===== src/rtl/voltmeter_pkg.sv =====
// Shared types and constants for the dual-slope voltmeter front end.
package voltmeter_pkg;

  localparam int RESULT_W = 16;
  localparam logic [RESULT_W-1:0] OVERRANGE_CODE = 16'hFFFF;

  // Default phase lengths in clk cycles and comparator synchroniser depth
  localparam int T_AZ_DEFAULT        = 1000;
  localparam int T_INT_DEFAULT       = 10000;
  localparam int T_DEINT_MAX_DEFAULT = 20000;
  localparam int SYNC_STAGES_DEFAULT = 2;

  // Conversion sequencer states
  typedef enum logic [3:0] {
    ST_IDLE,
    ST_AZ_ARM,
    ST_AZ,
    ST_INT_ARM,
    ST_INT,
    ST_DEINT_ARM,
    ST_DEINT,
    ST_GAP,
    ST_DONE
  } state_e;

  // The counter raises done when its count equals the limit, and it starts
  // from zero, so a phase of N cycles needs a limit of N-1.
  function automatic logic [RESULT_W-1:0] phase_limit(input int cycles);
    return RESULT_W'(cycles - 1);
  endfunction

  localparam logic [RESULT_W-1:0] AZ_LIMIT_DEFAULT    = phase_limit(T_AZ_DEFAULT);
  localparam logic [RESULT_W-1:0] INT_LIMIT_DEFAULT   = phase_limit(T_INT_DEFAULT);
  localparam logic [RESULT_W-1:0] DEINT_LIMIT_DEFAULT = phase_limit(T_DEINT_MAX_DEFAULT);

endpackage


===== src/rtl/sync_ff.sv =====
// Multi-flop synchroniser for a single asynchronous input bit.
module sync_ff #(
  parameter int STAGES = 2  // must be at least 2
) (
  input  logic clk_i,
  input  logic rst_n_i,
  input  logic d_i,
  output logic q_o
);

  logic [STAGES-1:0] sync_reg;

  // Shift the raw input through the chain; the last stage is the safe copy
  always_ff @(posedge clk_i or negedge rst_n_i) begin
    if (!rst_n_i) begin
      sync_reg <= '0;
    end else begin
      sync_reg <= {sync_reg[STAGES-2:0], d_i};
    end
  end

  assign q_o = sync_reg[STAGES-1];

endmodule


===== src/rtl/dual_slope_ctrl.sv =====
// Dual-slope conversion sequencer: auto-zero, fixed integrate, reference
// de-integrate, with break-before-make gaps and a latched result.
module dual_slope_ctrl
  import voltmeter_pkg::*;
#(
  parameter int T_AZ        = T_AZ_DEFAULT,
  parameter int T_INT       = T_INT_DEFAULT,
  parameter int T_DEINT_MAX = T_DEINT_MAX_DEFAULT,
  parameter int SYNC_STAGES = SYNC_STAGES_DEFAULT
) (
  input  logic                clk_i,
  input  logic                rst_n_i,
  input  logic                start_i,
  input  logic                abort_i,
  input  logic                cmp_i,
  input  logic                cnt_busy_i,
  input  logic                cnt_done_i,
  input  logic [RESULT_W-1:0] cnt_count_i,
  output logic                cnt_en_o,
  output logic                cnt_clear_o,
  output logic [RESULT_W-1:0] cnt_limit_o,
  output logic                sw_az_o,
  output logic                sw_in_o,
  output logic                sw_ref_o,
  output logic                ref_neg_o,
  output logic                busy_o,
  output logic [RESULT_W-1:0] result_o,
  output logic                polarity_o,
  output logic                overrange_o,
  output logic                result_valid_o
);

  localparam logic [RESULT_W-1:0] AZ_LIMIT     = phase_limit(T_AZ);
  localparam logic [RESULT_W-1:0] INT_LIMIT    = phase_limit(T_INT);
  localparam logic [RESULT_W-1:0] DEINT_LIMIT  = phase_limit(T_DEINT_MAX);
  localparam logic [RESULT_W-1:0] SYNC_LATENCY = RESULT_W'(SYNC_STAGES);

  state_e              state_reg, state_next;
  logic                after_int_reg, after_int_next;
  logic                ref_neg_reg, ref_neg_next;
  logic [RESULT_W-1:0] result_reg, result_next;
  logic                polarity_reg, polarity_next;
  logic                overrange_reg, overrange_next;
  logic                cnt_en_reg, cnt_en_next;
  logic                cnt_clear_reg, cnt_clear_next;
  logic [RESULT_W-1:0] cnt_limit_reg, cnt_limit_next;
  logic                sw_az_reg, sw_az_next;
  logic                sw_in_reg, sw_in_next;
  logic                sw_ref_reg, sw_ref_next;
  logic                busy_reg, busy_next;
  logic                valid_reg, valid_next;
  logic                cmp_sync;
  logic                trip;
  logic                busy_unused;

  // Phase exits key off done alone, so the counter's busy flag is informational
  assign busy_unused = cnt_busy_i;

  sync_ff #(
    .STAGES(SYNC_STAGES)
  ) u_cmp_sync (
    .clk_i  (clk_i),
    .rst_n_i(rst_n_i),
    .d_i    (cmp_i),
    .q_o    (cmp_sync)
  );

  // Integrator has crossed zero once the comparator disagrees with the
  // polarity chosen for the discharge
  assign trip = (state_reg == ST_DEINT) && (cmp_sync != ref_neg_reg);

  // Next-state, polarity latch and result capture
  always_comb begin
    state_next     = state_reg;
    after_int_next = after_int_reg;
    ref_neg_next   = ref_neg_reg;
    result_next    = result_reg;
    polarity_next  = polarity_reg;
    overrange_next = overrange_reg;

    if (abort_i && (state_reg != ST_IDLE)) begin
      state_next = ST_IDLE;
    end else begin
      case (state_reg)
        ST_IDLE: begin
          if (start_i && !abort_i) begin
            state_next = ST_AZ_ARM;
          end
        end
        ST_AZ_ARM:    state_next = ST_AZ;
        ST_AZ: begin
          if (cnt_done_i) begin
            state_next     = ST_GAP;
            after_int_next = 1'b0;
          end
        end
        ST_INT_ARM:   state_next = ST_INT;
        ST_INT: begin
          if (cnt_done_i) begin
            state_next     = ST_GAP;
            after_int_next = 1'b1;
            // Positive integrator needs the negative reference to discharge
            ref_neg_next   = cmp_sync;
          end
        end
        ST_GAP:       state_next = after_int_reg ? ST_DEINT_ARM : ST_INT_ARM;
        ST_DEINT_ARM: state_next = ST_DEINT;
        ST_DEINT: begin
          if (trip) begin
            // Count has run on while the crossing went through the synchroniser
            state_next     = ST_DONE;
            result_next    = (cnt_count_i >= SYNC_LATENCY) ? (cnt_count_i - SYNC_LATENCY)
                                                           : '0;
            polarity_next  = ref_neg_reg;
            overrange_next = 1'b0;
          end else if (cnt_done_i) begin
            state_next     = ST_DONE;
            result_next    = OVERRANGE_CODE;
            polarity_next  = ref_neg_reg;
            overrange_next = 1'b1;
          end
        end
        ST_DONE:      state_next = ST_IDLE;
        default:      state_next = ST_IDLE;
      endcase
    end
  end

  // Output decode from the upcoming state so every output is a flop
  always_comb begin
    cnt_en_next    = 1'b0;
    cnt_clear_next = 1'b1;
    cnt_limit_next = '0;
    sw_az_next     = 1'b0;
    sw_in_next     = 1'b0;
    sw_ref_next    = 1'b0;
    busy_next      = (state_next != ST_IDLE);
    valid_next     = (state_next == ST_DONE);

    case (state_next)
      ST_AZ_ARM, ST_AZ: begin
        cnt_clear_next = 1'b0;
        cnt_en_next    = (state_next == ST_AZ);
        cnt_limit_next = AZ_LIMIT;
        sw_az_next     = 1'b1;
      end
      ST_INT_ARM, ST_INT: begin
        cnt_clear_next = 1'b0;
        cnt_en_next    = (state_next == ST_INT);
        cnt_limit_next = INT_LIMIT;
        sw_in_next     = 1'b1;
      end
      ST_DEINT_ARM, ST_DEINT: begin
        cnt_clear_next = 1'b0;
        cnt_en_next    = (state_next == ST_DEINT);
        cnt_limit_next = DEINT_LIMIT;
        sw_ref_next    = 1'b1;
      end
      default: begin
      end
    endcase
  end

  // Sequencer state register
  always_ff @(posedge clk_i or negedge rst_n_i) begin
    if (!rst_n_i) begin
      state_reg     <= ST_IDLE;
      after_int_reg <= 1'b0;
    end else begin
      state_reg     <= state_next;
      after_int_reg <= after_int_next;
    end
  end

  // Registered outputs and held conversion result
  always_ff @(posedge clk_i or negedge rst_n_i) begin
    if (!rst_n_i) begin
      cnt_en_reg    <= 1'b0;
      cnt_clear_reg <= 1'b1;
      cnt_limit_reg <= '0;
      sw_az_reg     <= 1'b0;
      sw_in_reg     <= 1'b0;
      sw_ref_reg    <= 1'b0;
      busy_reg      <= 1'b0;
      valid_reg     <= 1'b0;
      ref_neg_reg   <= 1'b0;
      result_reg    <= '0;
      polarity_reg  <= 1'b0;
      overrange_reg <= 1'b0;
    end else begin
      cnt_en_reg    <= cnt_en_next;
      cnt_clear_reg <= cnt_clear_next;
      cnt_limit_reg <= cnt_limit_next;
      sw_az_reg     <= sw_az_next;
      sw_in_reg     <= sw_in_next;
      sw_ref_reg    <= sw_ref_next;
      busy_reg      <= busy_next;
      valid_reg     <= valid_next;
      ref_neg_reg   <= ref_neg_next;
      result_reg    <= result_next;
      polarity_reg  <= polarity_next;
      overrange_reg <= overrange_next;
    end
  end

  assign cnt_en_o       = cnt_en_reg;
  assign cnt_clear_o    = cnt_clear_reg;
  assign cnt_limit_o    = cnt_limit_reg;
  assign sw_az_o        = sw_az_reg;
  assign sw_in_o        = sw_in_reg;
  assign sw_ref_o       = sw_ref_reg;
  assign ref_neg_o      = ref_neg_reg;
  assign busy_o         = busy_reg;
  assign result_o       = result_reg;
  assign polarity_o     = polarity_reg;
  assign overrange_o    = overrange_reg;
  assign result_valid_o = valid_reg;

endmodule


===== config.mk =====
export PLATFORM = sky130hd
export DESIGN_NAME = dual_slope_ctrl
export DESIGN_NICKNAME = d
export VERILOG_FILES = /design/src/rtl/voltmeter_pkg.sv /design/src/rtl/sync_ff.sv /design/src/rtl/dual_slope_ctrl.sv
export SDC_FILE = /design/constraint.sdc
export NUM_CORES = 1
export LEC_CHECK = 0
export CAP_MARGIN = 20
export CELL_PAD_IN_SITES_DETAIL_PLACEMENT = 1
export CELL_PAD_IN_SITES_GLOBAL_PLACEMENT = 1
export CORE_ASPECT_RATIO = 0.8
export CORE_UTILIZATION = 36
export CTS_BUF_LIST = sky130_fd_sc_hd__clkbuf_4 sky130_fd_sc_hd__clkbuf_8
export CTS_CLUSTER_SIZE = 30
export DETAILED_ROUTE_END_ITERATION = 10
export PLACE_DENSITY_LB_ADDON = 0.1
export SKIP_LAST_GASP = 1
export SLEW_MARGIN = 20
export SYNTH_ARGS = -nofsm -noshare
export SYNTH_HDL_FRONTEND = slang
export SYNTH_SLANG_ARGS = --single-unit

===== constraint.sdc =====
create_clock -name clk_i -period 2.24 [get_ports clk_i]
set_clock_uncertainty 0.1 [all_clocks]
set_input_delay 0.224 -clock clk_i [delete_from_list [all_inputs] [get_ports clk_i]]
set_output_delay 0.224 -clock clk_i [all_outputs]
set_load 0.02 [all_outputs]

==> flow_summary_export.csv <==
group,metric,value,unit
place,detailedPlace.worstSlack,0.01686,ns
finish,largest_register_ff_count,16,
synthesis,yosysWarningCount,0,
clock_tree,tritoncts_num_sinks,39,
place,instance_count_after_placement_with_tap_cells_included,344,
finish,final_design_area_no_fill,2872,sq um
setup_path,end_kind,"register",
timing,report.final.setup_viol,0,
die,initial_core_util,0.3743,
routing,ratio_of_routed_vias_to_standard_cells,4.921,
power_and_ir_drop,power_leakage,1.196,nW
grt,antenna_found_initial,0,
die,num_io_pins,65,
synthesis,synthesis.area_per_instance,9.835,sq um
clock_tree,cell_chosen_for_the_clock_root,"sky130_fd_sc_hd__clkbuf_8",
timing,setup-tns-final,0,ns
timing,final_cycle_share,0.9024,
routing,antenna_violating_nets_post_route,0,
synthesis,xor_and_xnor_area_share_after_synthesis,0.05933,
clock_tree,cts_max_path_buffers,2,
setup_path,critPathLaunchType,"register",
setup_path,worstSetupPathType,"register to register",
synthesis,netlist-cell-type-count,51,
power_and_ir_drop,cellPowerDensity,1337,nW/um^2
synthesis,yosys_register_bits,39,
timing,max_freq,0.4947,GHz
timing,maxSlewViolCount,0,
synthesis,synth-edff-count,0,
setup_path,worst-path-max-fanout,9,
grt,grt_max_degree,40,
timing,slew_headroom,0.4187,
timing,hold-worst-slack,0.2576,ns
die,chipWidth,86.28,um
power_and_ir_drop,peakVddDrop,484.8,uV
routing,drt_first_pass_iters,7,
synthesis,seq_area_frac_synth,0.4777,
synthesis,synth_compound_area_frac,0.1388,
routing,drc_markers,0,
finish,final_layout_size_suffix_gt1_frac,0.1382,
run_status,outcome,"finished, final reports clean",
timing,hold_violations,0,
place,detailed_place.area,2744,sq um
routing,postRouteWirelength,4.939,mm
synthesis,syn-cell-area,2046,sq um
die,core.rowCount,24,
finish,final_non_filler_cell_total,353,
synthesis,post_synth_inst_count,208,
clock_tree,cts-htree-levels,2,
die,floorplan_core_area,5465,sq um
power_and_ir_drop,power.total,3.839,mW
place,place.detailed.hpwl,3.770,mm
grt,grt_pass1_vias,1820,
routing,drt-wirelength-per-cell,13.99,um
flow_run,maxCapViolCount,0,
grt,wire_length_of_the_first_global_routing_pass,8.880,mm
finish,finalCoreUtilization,0.5254,
die,full_die_area,5990,sq um
finish,antenna_cells_inserted,0,
synthesis,synthFlopType,"sky130_fd_sc_hd__dfrtp_1",
synthesis,post_synth_and_or_nand_nor_area_fraction,0.2281,
synthesis,adder_and_majority_cell_fraction_of_the_synthesized_area,0.006116,
routing,via_count,1737,
hold_path,holdCritPathClass,"register to register",
setup_path,worst-endpoint-required,2.35,ns
synthesis,main_combinational_cell_family_by_area_after_synthesis,"simple AND/OR/NAND/NOR gates",
grt,track_usage,0.1884,
grt,grt.overflow.total,0,
timing,tightestPinTransition,0.8719,ns
timing,finalWorstSetupSlack,0.2185,ns
clock_tree,clock_latency,0.29,ns
timing,rsz0062_at_grt,"no",
setup_path,worst_ep_arrival_time,2.13,ns
place,gp_routability_congestion,0.8428,
finish,synthToLayoutAreaGrowth,40.37,%
die,die_y,69.43,um
synthesis,proportion_of_synthesized_area_in_mux_cells,0.01040,
place,io_buffer_count,61,
timing,period_needed,2.021,ns
clock_tree,cts_tree,"done",
synthesis,postSynth.asyncResetShare,1.000,
finish,design.final.nets,298,
clock_tree,total_clock_buffers_created_by_cts,5,
clock_tree,worst_setup_hold_path_clk_slew,0.08,ns
routing,drt-initial-drc-count,98,
-- metal layers --
layer,vias up,global-route usage,part of all wire
met1,844,0.2844,0.52
met5,-,0,0
met4,0,0.02778,0.0055
li1,846,-,-
met2,43,0.2813,0.43
met3,4,0.04286,0.038
-- placed cells by master (no fill, tap or decap), drive strengths merged, types with 5 or more instances in the layout --
cell,n
a211oi,6
nand2,23
clkbuf,6
inv,6
clkdlybuf4s50,60
nor3,10
o21ai,12
buf,18
o311ai,8
a21oi,5
nor2,17
dfrtp,38
xor2,5
xnor2,8
and2,6
-- final timing paths --
kind | startpoint | to | slack, ns | cells past startpoint
worst min-delay path | u_cmp_sync.sync_reg[0] | u_cmp_sync.sync_reg[1] | 0.26 | 0
worst min register to register | u_cmp_sync.sync_reg[0] | u_cmp_sync.sync_reg[1] | 0.26 | 0
max in group asynchronous | rst_n_i | result_o[5] | 1.00 | 2
worst max-delay path | ref_neg_o | cnt_limit_o[8] | 0.22 | 5
worst max register to register | ref_neg_o | cnt_limit_o[8] | 0.22 | 5
min in group asynchronous | rst_n_i | cnt_limit_o[9] | 0.48 | 2
-- synthesized netlist by cell type, types with 3 or more instances --
cell / count / share of area
sky130_fd_sc_hd__or3_1: 4 / 0.012
sky130_fd_sc_hd__nor2_1: 17 / 0.031
sky130_fd_sc_hd__a211oi_1: 6 / 0.022
sky130_fd_sc_hd__nor3_1: 10 / 0.024
sky130_fd_sc_hd__nand2_1: 23 / 0.042
sky130_fd_sc_hd__o311ai_1: 6 / 0.026
sky130_fd_sc_hd__a21oi_1: 5 / 0.012
sky130_fd_sc_hd__nor3b_1: 3 / 0.011
sky130_fd_sc_hd__o21ai_0: 9 / 0.022
sky130_fd_sc_hd__dfrtp_1: 38 / 0.46
sky130_fd_sc_hd__xnor2_1: 7 / 0.030
sky130_fd_sc_hd__buf_4: 11 / 0.040
sky130_fd_sc_hd__xor2_1: 5 / 0.021
sky130_fd_sc_hd__inv_1: 5 / 0.0092
sky130_fd_sc_hd__buf_2: 7 / 0.017
sky130_fd_sc_hd__nand3_1: 4 / 0.0098
sky130_fd_sc_hd__and2_1: 4 / 0.012
-- final cells by class --
cell class / instances / area (sq um)
fillers: 644 / 2594
flip-flops and latches: 39 / 977.2
multi-input cells: 143 / 913.4
repair buffers: 79 / 743.2
well taps: 78 / 97.59
clock buffers: 6 / 82.58
clock inverters: 2 / 35.03
inverters: 6 / 22.52
-- where the power goes --
part | internal (mW) | switching [mW] | total [mW]
Clock | 0.361 | 0.256 | 0.617
Combinational | 0.969 | 1.04 | 2.01
Sequential | 1.00 | 0.206 | 1.21
Total | 2.33 | 1.51 | 3.84
-- kinds of logic (layout without fill, tap and decap cells) --
family,Yosys count,count (layout)
and+or+nand+nor,84,84
AOI/OAI and AO/OA,41,41
DFF,39,39
buffers and inverters,27,93
xor gates and xnor gates,13,13
muxes,2,2
adders and majority gates,1,1
other,1,2
-- worst max-delay path, cell delays in order (launching register included) --
cell	delay [ns]
sky130_fd_sc_hd__dfrtp_1	0.46
sky130_fd_sc_hd__xnor2_2	0.33
sky130_fd_sc_hd__a22oi_1	0.11
sky130_fd_sc_hd__a221o_1	0.47
sky130_fd_sc_hd__or2_4	0.30
sky130_fd_sc_hd__o22ai_1	0.18
-- repair_timing --
action,4_1_cts,5_1_grt
resized for setup,0,0
hold buffers,1,0
buffers inserted,0,0
endpoints found under the hold margin,38,0
setup endpoints to repair,0,0
No activity file was read; power rests on OpenSTA's default activity.
